==> config.mk <==
export PLATFORM = sky130hd
export DESIGN_NAME = fetch_unit
export DESIGN_NICKNAME = d
export VERILOG_FILES = /design/src/rtl/fetch_unit.sv
export SDC_FILE = /design/constraint.sdc
export NUM_CORES = 1
export LEC_CHECK = 0
export ABC_AREA = 1
export BUFFER_PORTS_ARGS = -buffer_cell sky130_fd_sc_hd__buf_2
export CORE_ASPECT_RATIO = 0.75
export CORE_MARGIN = 2
export CORE_UTILIZATION = 50
export CTS_BUF_LIST = sky130_fd_sc_hd__clkbuf_4 sky130_fd_sc_hd__clkbuf_8 sky130_fd_sc_hd__clkbuf_16
export CTS_CLUSTER_SIZE = 14
export DETAILED_ROUTE_END_ITERATION = 8
export GPL_ROUTABILITY_DRIVEN = 0
export PLACE_DENSITY = 0.69
export SLEW_MARGIN = 20
export SYNTH_ARGS = -nofsm -noshare
export SYNTH_HDL_FRONTEND = slang
export SYNTH_SLANG_ARGS = --single-unit
==> constraint.sdc <==
create_clock -name clk_in -period 4.35 [get_ports clk_in]
set_input_delay 0.435 -clock clk_in [delete_from_list [all_inputs] [get_ports clk_in]]
set_output_delay 0.435 -clock clk_in [all_outputs]
set_load 0.02 [all_outputs]
==> src/rtl/fetch_unit.sv <==
// fetch_unit: BRAM instruction fetch with a 2-stage in-flight tracker and a decode queue.
// Optional macro FETCH_BYPASS_EN presents a response in its arrival cycle when the queue is empty.
module fetch_unit #(
  parameter int DEPTH  = 4,
  parameter int ADDR_W = 10
) (
  input  logic              clk_in,
  input  logic              rst_in,
  input  logic              redirect_in,
  input  logic [31:0]       redirect_pc_in,
  input  logic              ready_in,
  output logic [ADDR_W-1:0] imem_addr_out,
  input  logic [31:0]       imem_data_in,
  output logic              valid_out,
  output logic [31:0]       inst_out,
  output logic [31:0]       pc_out,
  output logic              halt_out
);
  localparam int PW = $clog2(DEPTH);
  localparam logic [PW+1:0] LP_DEPTH = (PW+2)'(DEPTH);

  logic [31:0]   r_fetch_pc;
  logic          r_epoch;
  logic          r_halt;
  logic          r_s1_v;
  logic          r_s2_v;
  logic [31:0]   r_s1_pc;
  logic [31:0]   r_s2_pc;
  logic          r_s1_ep;
  logic          r_s2_ep;
  logic [31:0]   r_q_inst [DEPTH];
  logic [31:0]   r_q_pc [DEPTH];
  logic [PW-1:0] r_wr;
  logic [PW-1:0] r_rd;
  logic [PW:0]   r_count;

  logic          w_empty;
  logic          w_resp;
  logic          w_halt_det;
  logic          w_accept;
  logic          w_issue;
  logic          w_bypass;
  logic          w_push;
  logic          w_pop;
  logic [1:0]    w_inflight;
  logic [PW+1:0] w_used;
  logic [31:0]   w_head_inst;
  logic [31:0]   w_head_pc;
  logic          w_unused;

  assign w_unused = ^redirect_pc_in[1:0];

  assign w_empty = (r_count == '0);
  assign w_inflight = {1'b0, r_s1_v} + {1'b0, r_s2_v};
  assign w_used = (PW+2)'(r_count)
                + (PW+2)'(w_inflight);

  // Stale-epoch responses and anything arriving under a redirect are dropped
  assign w_resp = r_s2_v && (r_s2_ep == r_epoch)
               && !redirect_in;
  assign w_halt_det = w_resp
                   && (imem_data_in == '0)
                   && (r_s2_pc != '0);
  assign w_accept = w_resp && !w_halt_det;

  assign w_issue = (w_used < LP_DEPTH)
                && !r_halt && !w_halt_det
                && !redirect_in;

`ifdef FETCH_BYPASS_EN
  assign w_bypass = w_accept && w_empty;
`else
  assign w_bypass = 1'b0;
`endif

  assign w_head_inst = w_empty ? imem_data_in
                               : r_q_inst[r_rd];
  assign w_head_pc = w_empty ? r_s2_pc
                             : r_q_pc[r_rd];

  assign valid_out = (!w_empty || w_bypass)
                  && !redirect_in && !rst_in;
  assign inst_out = valid_out ? w_head_inst : '0;
  assign pc_out = valid_out ? w_head_pc : '0;
  assign halt_out = r_halt;
  assign imem_addr_out = r_fetch_pc[ADDR_W+1:2];

  assign w_pop = valid_out && ready_in && !w_empty;
  assign w_push = w_accept
               && !(w_bypass && ready_in);

  always_ff @(posedge clk_in) begin
    if (w_push) begin
      r_q_inst[r_wr] <= imem_data_in;
      r_q_pc[r_wr] <= r_s2_pc;
    end
  end

  always_ff @(posedge clk_in) begin
    if (rst_in) begin
      r_fetch_pc <= '0;
      r_epoch <= 1'b0;
      r_halt <= 1'b0;
      r_s1_v <= 1'b0;
      r_s2_v <= 1'b0;
      r_s1_pc <= '0;
      r_s2_pc <= '0;
      r_s1_ep <= 1'b0;
      r_s2_ep <= 1'b0;
      r_wr <= '0;
      r_rd <= '0;
      r_count <= '0;
    end else begin
      r_s1_v <= w_issue;
      r_s1_pc <= r_fetch_pc;
      r_s1_ep <= r_epoch;
      r_s2_v <= r_s1_v && !w_halt_det;
      r_s2_pc <= r_s1_pc;
      r_s2_ep <= r_s1_ep;
      if (redirect_in) begin
        r_fetch_pc <= {redirect_pc_in[31:2], 2'b00};
        r_epoch <= ~r_epoch;
        r_halt <= 1'b0;
        r_wr <= '0;
        r_rd <= '0;
        r_count <= '0;
      end else begin
        if (w_issue)
          r_fetch_pc <= r_fetch_pc + 32'd4;
        if (w_halt_det)
          r_halt <= 1'b1;
        if (w_push)
          r_wr <= r_wr + PW'(1);
        if (w_pop)
          r_rd <= r_rd + PW'(1);
        r_count <= r_count
                 + (PW+1)'(w_push)
                 - (PW+1)'(w_pop);
      end
    end
  end
endmodule

### Word level (Yosys, flattened, before mapping)

Memory sizes are Yosys's and may differ from the RTL's. A register that Yosys moved wholly into a read port is not among the register bits.
Cells that the tools add are included.
Widths: inputs -> output; s select.

| storage, ports and cells | value |
|---|---|
| register bits | 109 |
| memory bits (writable) | 256 |
| bits of input ports | 68 |
| output and inout bits | 76 |
| word-level logic and storage cells | 60 |
| memories | 2 |

Memory list:

| memory | depth | bits a word | read ports | clocked after Yosys merged registers in | wr ports | RTL line | source |
|---|---|---|---|---|---|---|---|
| r_q_inst | 4 | 32 | 1 | 1 | 1 | 31 | `logic [31:0] r_q_inst [DEPTH];` |
| r_q_pc | 4 | 32 | 1 | 1 | 1 | 32 | `logic [31:0] r_q_pc [DEPTH];` |

| cells by class | value |
|---|---|
| $add $sub $neg | 7 |
| order comparisons | 1 |
| eq/ne operators | 1 |
| mux-type cells | 12 |
| bitwise gates (word level) | 1 |
| reductions and logical operators | 23 |

Operators by type and width:

| operator | count |
|---|---|
| $mux 32 | 6 |
| $add 32x3->32 const B | 1 |
| $logic_not 32->1 | 1 |
| $reduce_bool 32->1 | 1 |
| $logic_and 1x1->1 | 13 |
| $mux 2 | 4 |
| $logic_not 1->1 | 5 |
| $add 2x1->2 const B | 2 |
| $add 3x2->4 | 1 |
| $lt 4x3->1 const B | 1 |
| $add 3x1->3 | 1 |
| $logic_not 3->1 | 1 |
| $sub 3x1->3 | 1 |
| $add 1x1->2 | 1 |
| $mux 1 | 2 |
| $reduce_bool 2->1 | 1 |
| $reduce_or 2->1 | 1 |
| $eq 1x1->1 | 1 |
| $not 1->1 | 1 |

### Depth between registers and ports, before layout

Gate-level depths: netlist (run 1).

| logic depth | value |
|---|---|
| depth after elaboration | 10 |
| mapped depth | 14 |
| gate-level depth less buffers | 14 |

### Worst setup path after synthesis (run 1)

No wires, ideal clock.

| path | value |
|---|---|
| path kind | in2reg |
| start point | input redirect_in |
| end point | memory r_q_inst[0][0], enable pin |
| setup time | 0.482 ns |
| arrival | 3.558 ns |
| data required time | 3.868 ns |
| setup slack | 0.309 ns |
| stages on the path | 8 |
| buffers on the path | 0 |
| path through | inv_2 nand2_1 nor2_2 nand3_1 nor2_1 nand2_2 nand2_1 nor2_1 |

| on the way | value |
|---|---|
| cells in the longest elaborated chain, start to end | 8 |

RTL lines:

| element | RTL line | source |
|---|---|---|
| start, declared | 9 | `input logic redirect_in,` |
| $logic_not 1->1 (*) | 60 | `&& !redirect_in;` |
| $logic_and 1x1->1 (*) | 60 |  |
| $logic_and 1x1->1 | 62 | `&& (imem_data_in == '0)` |
| $logic_and 1x1->1 | 63 | `&& (r_s2_pc != '0);` |
| $logic_not 1->1 | 64 | `assign w_accept = w_resp && !w_halt_det;` |
| $logic_and 1x1->1 (*) | 64 |  |
| $mux 1 (*) | 93 | `if (w_push) begin` |
| $mux 1 (implied by the code) (*) | 94 | `r_q_inst[r_wr] <= imem_data_in;` |
| end, declared | 31 |  |

Mark *: on every way between the ends. The rest lies on a longest branch, timed or not.

==> results of run 1 <==
==> per-layer routing <==
layer / global-route usage, % / up-vias / share of wire (%)
met1: 31.5 / 4717 / 47
met5: 0 / - / 0
met2: 32.2 / 333 / 44
met4: 5.15 / 0 / 1.7
met3: 3.37 / 39 / 7.1
li1: - / 4831 / -
==> logic make-up (layout without fill, tap and decap cells) <==
group,after synthesis,in the layout
AOI/OAI and AO/OA,230,230
DFF,353,353
buffers and inverters,176,311
other,1,2
adders and majority gates,10,10
xor gates and xnor gates,12,12
and+or+nand+nor,570,570
==> cells in the mapped netlist (all sizes together) (2+ instances only) <==
master	n	share of area, %
a221oi	62	6.2
nand4	5	0.21
inv	91	2.3
clkbuf	53	1.4
nand2	277	7.2
and2	2	0.086
xor2	11	0.66
nor3	3	0.10
nor2	232	6.3
or2	2	0.086
ha	9	0.77
buf	31	1.6
o21ai	24	0.82
a21oi	143	4.9
dfxtp	105	14
nand3	48	1.6
edfxtp	248	51
==> power groups by stage <==
| stage | clock, mW | combinational, mW | sequential [mW] |
|---|---|---|---|
| 2_1_floorplan | 0 | 0.156 | 3.73 |
| 3_5_place_dp | 0 | 0.233 | 3.75 |
| 6_report | 2.93 | 0.234 | 3.68 |
| 5_1_grt | 3.10 | 0.266 | 3.68 |
| 4_1_cts | 2.98 | 0.234 | 3.67 |
| 3_3_place_gp | 0 | 0.230 | 3.74 |
==> registers in the layout, summed over array words and instances (netlist names), 2 cells and up, named ones only <==
name        cells
r_s1_pc        30
r_rd            2
r_q_inst      128
r_fetch_pc     30
r_s2_pc        30
r_count         3
r_q_pc        120
r_wr            2
==> cell type report <==
class | count | area (µm²)
tap | 392 | 490
timing repair buffer | 156 | 893
clock inverter | 13 | 90.1
clock buffer | 50 | 1040
multi-input combinational | 824 | 4340
fill | 2458 | 12200
sequential | 353 | 9550
inverter | 92 | 347
==> how the worst max path moves through the flow <==
stage / start / endpoint / slack, ns / cells past startpoint
2_1_floorplan: redirect_in / r_q_inst[0][0] / 0.31 / 8
3_3_place_gp: redirect_in / r_q_inst[1][18] / 1.29 / 10
3_5_place_dp: redirect_in / r_q_pc[1][24] / 1.26 / 10
4_1_cts: flop / pc_out[30] / 1.15 / 4
5_1_grt: flop / inst_out[31] / 1.06 / 5
6_report: flop / inst_out[31] / 1.21 / 5
==> worst register-to-register path, stage by stage, from the launching register on <==
cell and delay (ns):
dfxtp_1 0.37, nor2_1 0.17, nand4_1 0.11, nor2_1 0.18, nand2_1 0.09, nand2_2 0.18
nand2_1 0.34, nor2_4 0.67, buf_12 0.36
==> per-stage QoR <==
stage	hold WS (ns)	worst slack [ns]	utilization (%)	total power, mW	cells
after global placement	0.390	1.29	53.9	3.97	1816
after floorplan	0.388	0.309	-	3.89	1353
after global routing	0.145	1.06	57.9	7.05	1880
after detailed placement	0.396	1.26	53.9	3.98	1816
after CTS	0.137	1.15	57.8	6.89	1879
final	0.164	1.21	57.9	6.84	1880
==> impl_metrics.ini, run 1 <==
[critical_path]
rrSetupSlack_ns = 1.52
r2r_cells = 8
max_stage_delay_ns = 0.48
path_class = flop to primary output
cp.required_ns = 3.91
path_buf_inv = 3
cp_slowest_cell = clkinv_2
cp_max_fo = 43
critPathArrivalTime_ns = 2.71
timing.rr.start = r_s2_pc[24]
crit_chain = clkinv_2, buf_4, a21oi_1, a221oi_1, buf_2
start_kind = flop
worst_r2r_endpoint = r_q_pc[1][24]
end_kind = primary output
path_delay_family = buffers and inverters

[timing]
maxSlewViolCount = 0
maxSlewHeadroom_pct = 45.7
finalSetupViolCount = 0
worst_pin_slew_ns = 0.815
fmax_mhz = 318
fin_skew_ns = 0.0175
min_period_ns = 3.14
rsz0062_at_grt = false
post-route-period-util_pct = 72.2
hold_viol = 0
setup_tns_ns = 0

[clocking]
path_clk_slew_ns = 0.06
cts_buffer_depth = 3
clock-root-buffer = clkbuf_16
cts.sinks = 353
ctsHoldBuffers = 0
ctsResizeCount = 0
cts_made_buffers = 35
cts_max_level = 2
post_cts_buffers = 0
cts_tree = built
clock_latency_ns = 0.51

[pwr]
power_switching_mw = 1.39
internal_power_mw = 5.44
p_clk_share_pct = 42.8
powerDensity_nw_per_um2 = 408
swShare_pct = 20.4
combPwrFrac_pct = 3.4
p_seq_share_pct = 53.8
ir_drop_mv = 0.286
p_leak_nw = 6.47

[grt]
grt_first_pass_wirelength_mm = 51.7
antenna_found_initial = 0
overflow = 0
grt_max_degree = 103
grt_use_total_pct = 21.1
grt_pass1_vias = 9558

[floorplan]
dieArea_um2 = 30600
ioPinCount = 144
die_h_um = 152
start_util_pct = 50.6
die_w_um = 201
num_rows = 54
coreArea_um2 = 28900

[synthesis]
ys_ff_latch = 353
synth.yosys.seq_area_share_pct = 65.3
async_reset_ff_share_pct = 0
ys_warn_count = 0
synth_top_family_by_area = simple AND/OR/NAND/NOR gates
synth_compound_area_share_pct = 12.0
synth_flop_cell = edfxtp_1
syn_area_um2 = 14600
synth_edf_count = 248
yosys.area_share.simple_pct = 15.8
avgSynthCellArea_um2 = 10.8
synth_xor_area_share_pct = 0.719
synth_mux_area_share_pct = 0
synth_fa_ha_area_share_pct = 0.907
synth_cells = 1352
synth.distinct_cells = 35

[cells_and_area]
design_area_um2 = 16800
antennaDiodeCount = 0
final_layout_size_suffix_gt1_share_pct = 20.3
final_common_cell = nand2_1
synthToLayoutAreaGrowth_pct = 14.6
nets = 1540
layout_common_cells = 272 x nand2_1, 248 x edfxtp_1, 217 x nor2_1

[hold_path]
min_to = r_q_inst[0][9]
min-delay-start = imem_data_in[9]
min_path_cells = 1
hp-class = input port to flop

[job]
drv_cap = 0

[route]
viasPerCell = 5.28
drc = 0
first_iter_violations = 833
vias = 9920
dr.pass1.iters = 6
wire_per_inst_um = 17.1
drt_wl_total_mm = 32.2
antenna_left = 0

[placed_design]
dpl.hpwl_mm = 19.6
portBuffers = 139
dpl_cell_area_um2 = 15600

[outcome]
status = finished, final reports clean
No activity file was read; power rests on OpenSTA's default activity.
==> inputs of run 2 (changes only) <==
Clock period 4.35 ns to 3.3 ns, I/O delays scaled along.
==> run 2 against run 1 <==
Against the previous run: sequential power increased by 32%; global-route usage about the same; non-clock buffer count up 5; setup slack worse by 0.68 ns; final area rose by 0.42%; routed wire length rose by 0.38%; clock-buffer cell count fell by 5; first-iteration DRC count fell by 2.6%; die area stayed put; cell count increased by 0.16%; via count fell by 0.12%; critical endpoint is now inst_out[14]; largest power group unchanged; highest routed layer unchanged.
==> impl_metrics.ini, run 2 (synthesized netlist as in run 1, its figures left out) <==
[timing]
maxSlewHeadroom_pct = 44.6
maxSlewViolCount = 0
hold_viol = 0
fin_skew_ns = 0.0148
post-route-period-util_pct = 84.0
min_period_ns = 2.77
rsz0062_at_grt = false
setup_tns_ns = 0
fmax_mhz = 361
worst_pin_slew_ns = 0.831
finalSetupViolCount = 0

[cells_and_area]
synthToLayoutAreaGrowth_pct = 15.0
final_layout_size_suffix_gt1_share_pct = 20.5
reg_top3 = r_q_inst: 128 flops, r_q_pc: 120 flops
antennaDiodeCount = 0
largest_register_ffs = 128
nets = 1545
regMostFlops = r_q_inst
final_common_cell = nand2_1
layout_common_cells = 272 x nand2_1, 248 x edfxtp_1, 217 x nor2_1
final.fill_count = 2448
final_cell_count_no_fill = 1883

[pwr]
ir_drop_mv = 0.320
p_leak_nw = 6.49
internal_power_mw = 7.18
p_clk_share_pct = 42.8
power_mw = 9.02
p_seq_share_pct = 53.7
power_switching_mw = 1.84
combPwrFrac_pct = 3.5
swShare_pct = 20.4
powerDensity_nw_per_um2 = 536

[placed_design]
dpl.hpwl_mm = 20.2
portBuffers = 139
dp.cells = 1822

[clocking]
cts_tree = built
path_clk_slew_ns = 0.06
post_cts_buffers = 0
clock_latency_ns = 0.50
clock-root-buffer = clkbuf_16
cts_buffer_depth = 3
ctsResizeCount = 0
cts_made_buffers = 35
cts.sinks = 353
cts_max_level = 2
ctsHoldBuffers = 0

[grt]
overflow = 0
grt_use_total_pct = 21.1
antenna_found_initial = 0
grt_first_pass_wirelength_mm = 51.7
grt_max_degree = 125
grt_pass1_vias = 9644

[job]
drv_cap = 0

[floorplan]
dieArea_um2 = 30600
die_h_um = 152
num_rows = 54
start_util_pct = 50.6
die_w_um = 201
ioPinCount = 144
coreArea_um2 = 28900

[route]
vias = 9908
route.met2.wl_mm = 14.7
antenna_left = 0
wire_per_inst_um = 17.2
dr.pass1.iters = 5
viasPerCell = 5.26
first_iter_violations = 811
met3WireLength_mm = 1.71
drt-met1-wl_mm = 15.5
top_layer_used = met4
drc = 0
drt_wl_total_mm = 32.3

[critical_path]
path_class = flop to primary output
critPathArrivalTime_ns = 2.44
cp_max_fo = 36
cp.required_ns = 2.97
end_kind = primary output
start_kind = flop

[hold_path]
hp-class = input port to flop

[outcome]
status = finished, final reports clean
## run 2: through the flow
stage | hold slack (ns) | util [%] | worst slack [ns] | area (µm²)
6_report | 0.0637 | 58.2 | 0.527 | 16800
5_1_grt | 0.0556 | 58.2 | 0.320 | 16800
4_1_cts | 0.0480 | 58.2 | 0.488 | 16800
3_5_place_dp | 0.396 | 54.3 | 0.661 | 15700
3_3_place_gp | 0.391 | 54.3 | 0.684 | 15700
2_1_floorplan | 0.388 | - | -0.733 | 14600
## run 2: critical path: stages, from the launching register on
cell	delay, ns
dfxtp_1	0.34
nor3_1	0.19
or2_4	0.63
buf_4	0.49
a221oi_2	0.09
buf_2	0.18
## run 2: power by group through the flow
stage / sequential (mW) / combinational (mW) / clock (mW)
floorplan: 4.92 / 0.206 / 0
global placement: 4.93 / 0.308 / 0
detailed placement: 4.94 / 0.314 / 0
CTS: 4.84 / 0.317 / 3.93
global route: 4.85 / 0.359 / 4.10
finish: 4.84 / 0.315 / 3.86
## run 2: layout make-up
| class | instances | area (µm²) | share of cell area (%) |
|---|---|---|---|
| Sequential cell | 353 | 9550 | 56.8 |
| Multi-Input combinational cell | 824 | 4340 | 25.8 |
| Clock buffer | 45 | 992 | 5.90 |
| Timing Repair Buffer | 161 | 973 | 5.79 |
| Tap cell | 392 | 490 | 2.92 |
| Inverter | 92 | 347 | 2.06 |
| Clock inverter | 16 | 130 | 0.773 |
## run 2: worst paths after layout
kind,from,end,slack (ns),depth (start not counted)
max,r_count[2],inst_out[14],0.53,5
min,imem_data_in[10],r_q_inst[0][10],0.06,1
max reg2reg,r_s2_pc[26],r_count[2],0.84,12
min reg2reg,r_s1_pc[14],r_s2_pc[14],0.40,2
## run 2: layer usage
metal,up-vias,GRT usage (%)
met5,-,0
met4,0,4.80
met3,40,3.17
met2,309,33.2
met1,4711,31.1
li1,4848,-
==> inputs of run 3 (changes only) <==
Settings changed: ABC_AREA 1 to 0.
Clock period 3.3 ns to 2.8 ns, I/O delays scaled along.
==> run 3 against run 2 <==
Against the previous run: sequential share of layout area increased by 0.46 points; clock skew increased by 0.0027 ns; flip-flop and latch count unchanged; combinational power increased by 33%; cell count decreased by 21%; largest power group unchanged.
==> impl_metrics.ini, run 3 <==
[outcome]
status = finished, final reports clean

[clocking]
clock_latency_ns = 0.52
cts_tree = built
cts_made_buffers = 35
cts.sinks = 353
path_clk_slew_ns = 0.06
cts_max_level = 2
clock-root-buffer = clkbuf_16
cts_buffer_depth = 3

[critical_path]
path_buf_inv = 5
start_kind = input port
cp.required_ns = 3.21
cp_slowest_cell = dlygate4sd3_1
path_class = input port to flop
crit_chain = dlygate4sd3_1, buf_2, nor4_4, nand4_1, buf_4, a2111oi_4, nor2_1, inv_1, ha_1, inv_1, ha_1, fa_1, and2_1
critical_path_depth = 13
end_kind = flop
r2r_cells = 12
path_delay_family = buffers and inverters
critPathArrivalTime_ns = 3.05
max_stage_delay_ns = 0.54
cp_max_fo = 5

[synthesis]
synth_area_leaders = edfxtp_1 53%, dfxtp_1 15%, mux4_2 9.9%
synth_cells = 908
synth.distinct_cells = 63
synthDominantCellAreaShare_pct = 52.8
synth_flop_cell = edfxtp_1
synth_edf_count = 248
synth.yosys.seq_area_share_pct = 67.7
synthTopCellsByCount = 248 x edfxtp_1, 105 x dfxtp_1, 68 x and2_1, 62 x mux4_2, 58 x nor2b_1
syn_area_um2 = 14100
avgSynthCellArea_um2 = 15.5
ys_ff_latch = 353
ys_warn_count = 0
async_reset_ff_share_pct = 0
synth_largest_area_cell = edfxtp_1
yosysMostFrequentCell = edfxtp_1

[floorplan]
num_rows = 53
die_w_um = 198
dieArea_um2 = 29600
coreArea_um2 = 27900
start_util_pct = 50.5
ioPinCount = 144
die_h_um = 149

[cells_and_area]
antennaDiodeCount = 0
largest_register_ffs = 128
synthToLayoutAreaGrowth_pct = 18.3
final_util_pct = 59.8
final.fill_count = 2120
final_common_cell = edfxtp_1
layout_common_cells = 248 x edfxtp_1, 139 x buf_2, 103 x dfxtp_1
reg_top3 = r_q_inst: 128 flops, r_q_pc: 120 flops
final_layout_size_suffix_gt1_share_pct = 29.2
design_area_um2 = 16700
regMostFlops = r_q_inst
final_cell_count_no_fill = 1486
nets = 1155

[timing]
worst_pin_slew_ns = 0.940
maxSlewHeadroom_pct = 37.3
hold_viol = 0
setup_tns_ns = 0
hold_slack_ns = 0.0160
finalSetupViolCount = 0
fmax_mhz = 379
fin_skew_ns = 0.0175
maxSlewViolCount = 0
min_period_ns = 2.64
timing.final.ws_setup_ns = 0.165
post-route-period-util_pct = 94.1

[placed_design]
dpl_cell_area_um2 = 15300
portBuffers = 139
dp.cells = 1401
post-place-ws_ns = -0.0152
dpl.hpwl_mm = 18.3

[pwr]
p_clk_share_pct = 41.4
swShare_pct = 20.6
ir_drop_mv = 0.482
power_mw = 10.6
internal_power_mw = 8.38
combPwrFrac_pct = 4.0
p_leak_nw = 5.80
p_seq_share_pct = 54.6
powerDensity_nw_per_um2 = 633
power_switching_mw = 2.18

[route]
first_iter_violations = 608
antenna_left = 0
dr.pass1.iters = 5
viasPerCell = 5.61
vias = 8336
drt_wl_total_mm = 30.1
wire_per_inst_um = 20.2
drc = 0

[grt]
top_usage_layer = met2
grt_max_degree = 97
grt_first_pass_wirelength_mm = 46.6
overflow = 0
antenna_found_initial = 0
grt_use_total_pct = 20.6
met3_usage_pct = 3.85
grt_pass1_vias = 8289
met1_usage_pct = 29.7
grt.met2_usage_pct = 33.0

[hold_path]
hp-class = input port to flop
min_path_cells = 3

[job]
drv_cap = 0
run 3: layer usage:
layer	vias to the layer above	wire length, µm
met3	38	1570
li1	3854	-
met4	0	380
met1	4224	13800
met2	220	14300
met5	-	0
run 3: kinds of logic (layout without fill, tap and decap cells):
group                    count (synthesis)  count (layout)  synth area share, %
adder cells (fa/ha/maj)                 10              10                0.940
other                                    1               2               0.0266
buffers and inverters                   77             269                 2.57
multiplexers                            62              62                 9.90
flip-flops                             353             353                 67.7
AO/OA/AOI/OAI                           88              88                 5.35
AND/OR/NAND/NOR                        312             312                 13.2
XOR/XNOR                                 5               5                0.310
run 3: cell type report:
class                   count  area, µm²  share of cell area, %
clock inverters            14       70.1                  0.420
flip-flops and latches    353       9550                   57.3
clock buffers              47       1010                   6.04
well taps                 385        482                   2.89
inverters                  15       56.3                  0.337
repair buffers            193       1260                   7.54
multi-input cells         479       4260                   25.5
run 3: power groups by stage:
stage                     registers (mW)  logic, mW  clock network (mW)
after floorplan                     5.84      0.245                   0
after global placement              5.87      0.378                   0
after detailed placement            5.88      0.385                   0
after CTS                           5.76      0.415                4.47
after global routing                5.78      0.460                4.71
final                               5.77      0.420                4.37
run 3: worst paths after layout:
path / startpoint / to / slack, ns
worst max register to register: r_s2_pc[26] / r_count[2] / 0.22
worst min-delay path: redirect_pc_in[24] / r_fetch_pc[24] / 0.02
worst min register to register: r_s1_pc[8] / r_s2_pc[8] / 0.44
worst max-delay path: imem_data_in[18] / r_count[1] / 0.16
run 3: timing repair:
action                     4_1_cts  5_1_grt
setup buffers                    0        1
resized for setup                0        7
hold endpoints to repair        79        0
setup endpoints to repair        0        2
hold buffers                    23        0
run 3: worst reg2reg max path, cell delays in order (launching register included):
cell and delay, ns:
dfxtp_1 0.36, nor4_1 0.35, buf_4 0.19, and4_1 0.26, a2111oi_4 0.09, nor2_1 0.10
inv_1 0.05, ha_1 0.26, inv_1 0.04, ha_1 0.18, fa_1 0.38, xor2_1 0.16
nor2_1 0.05
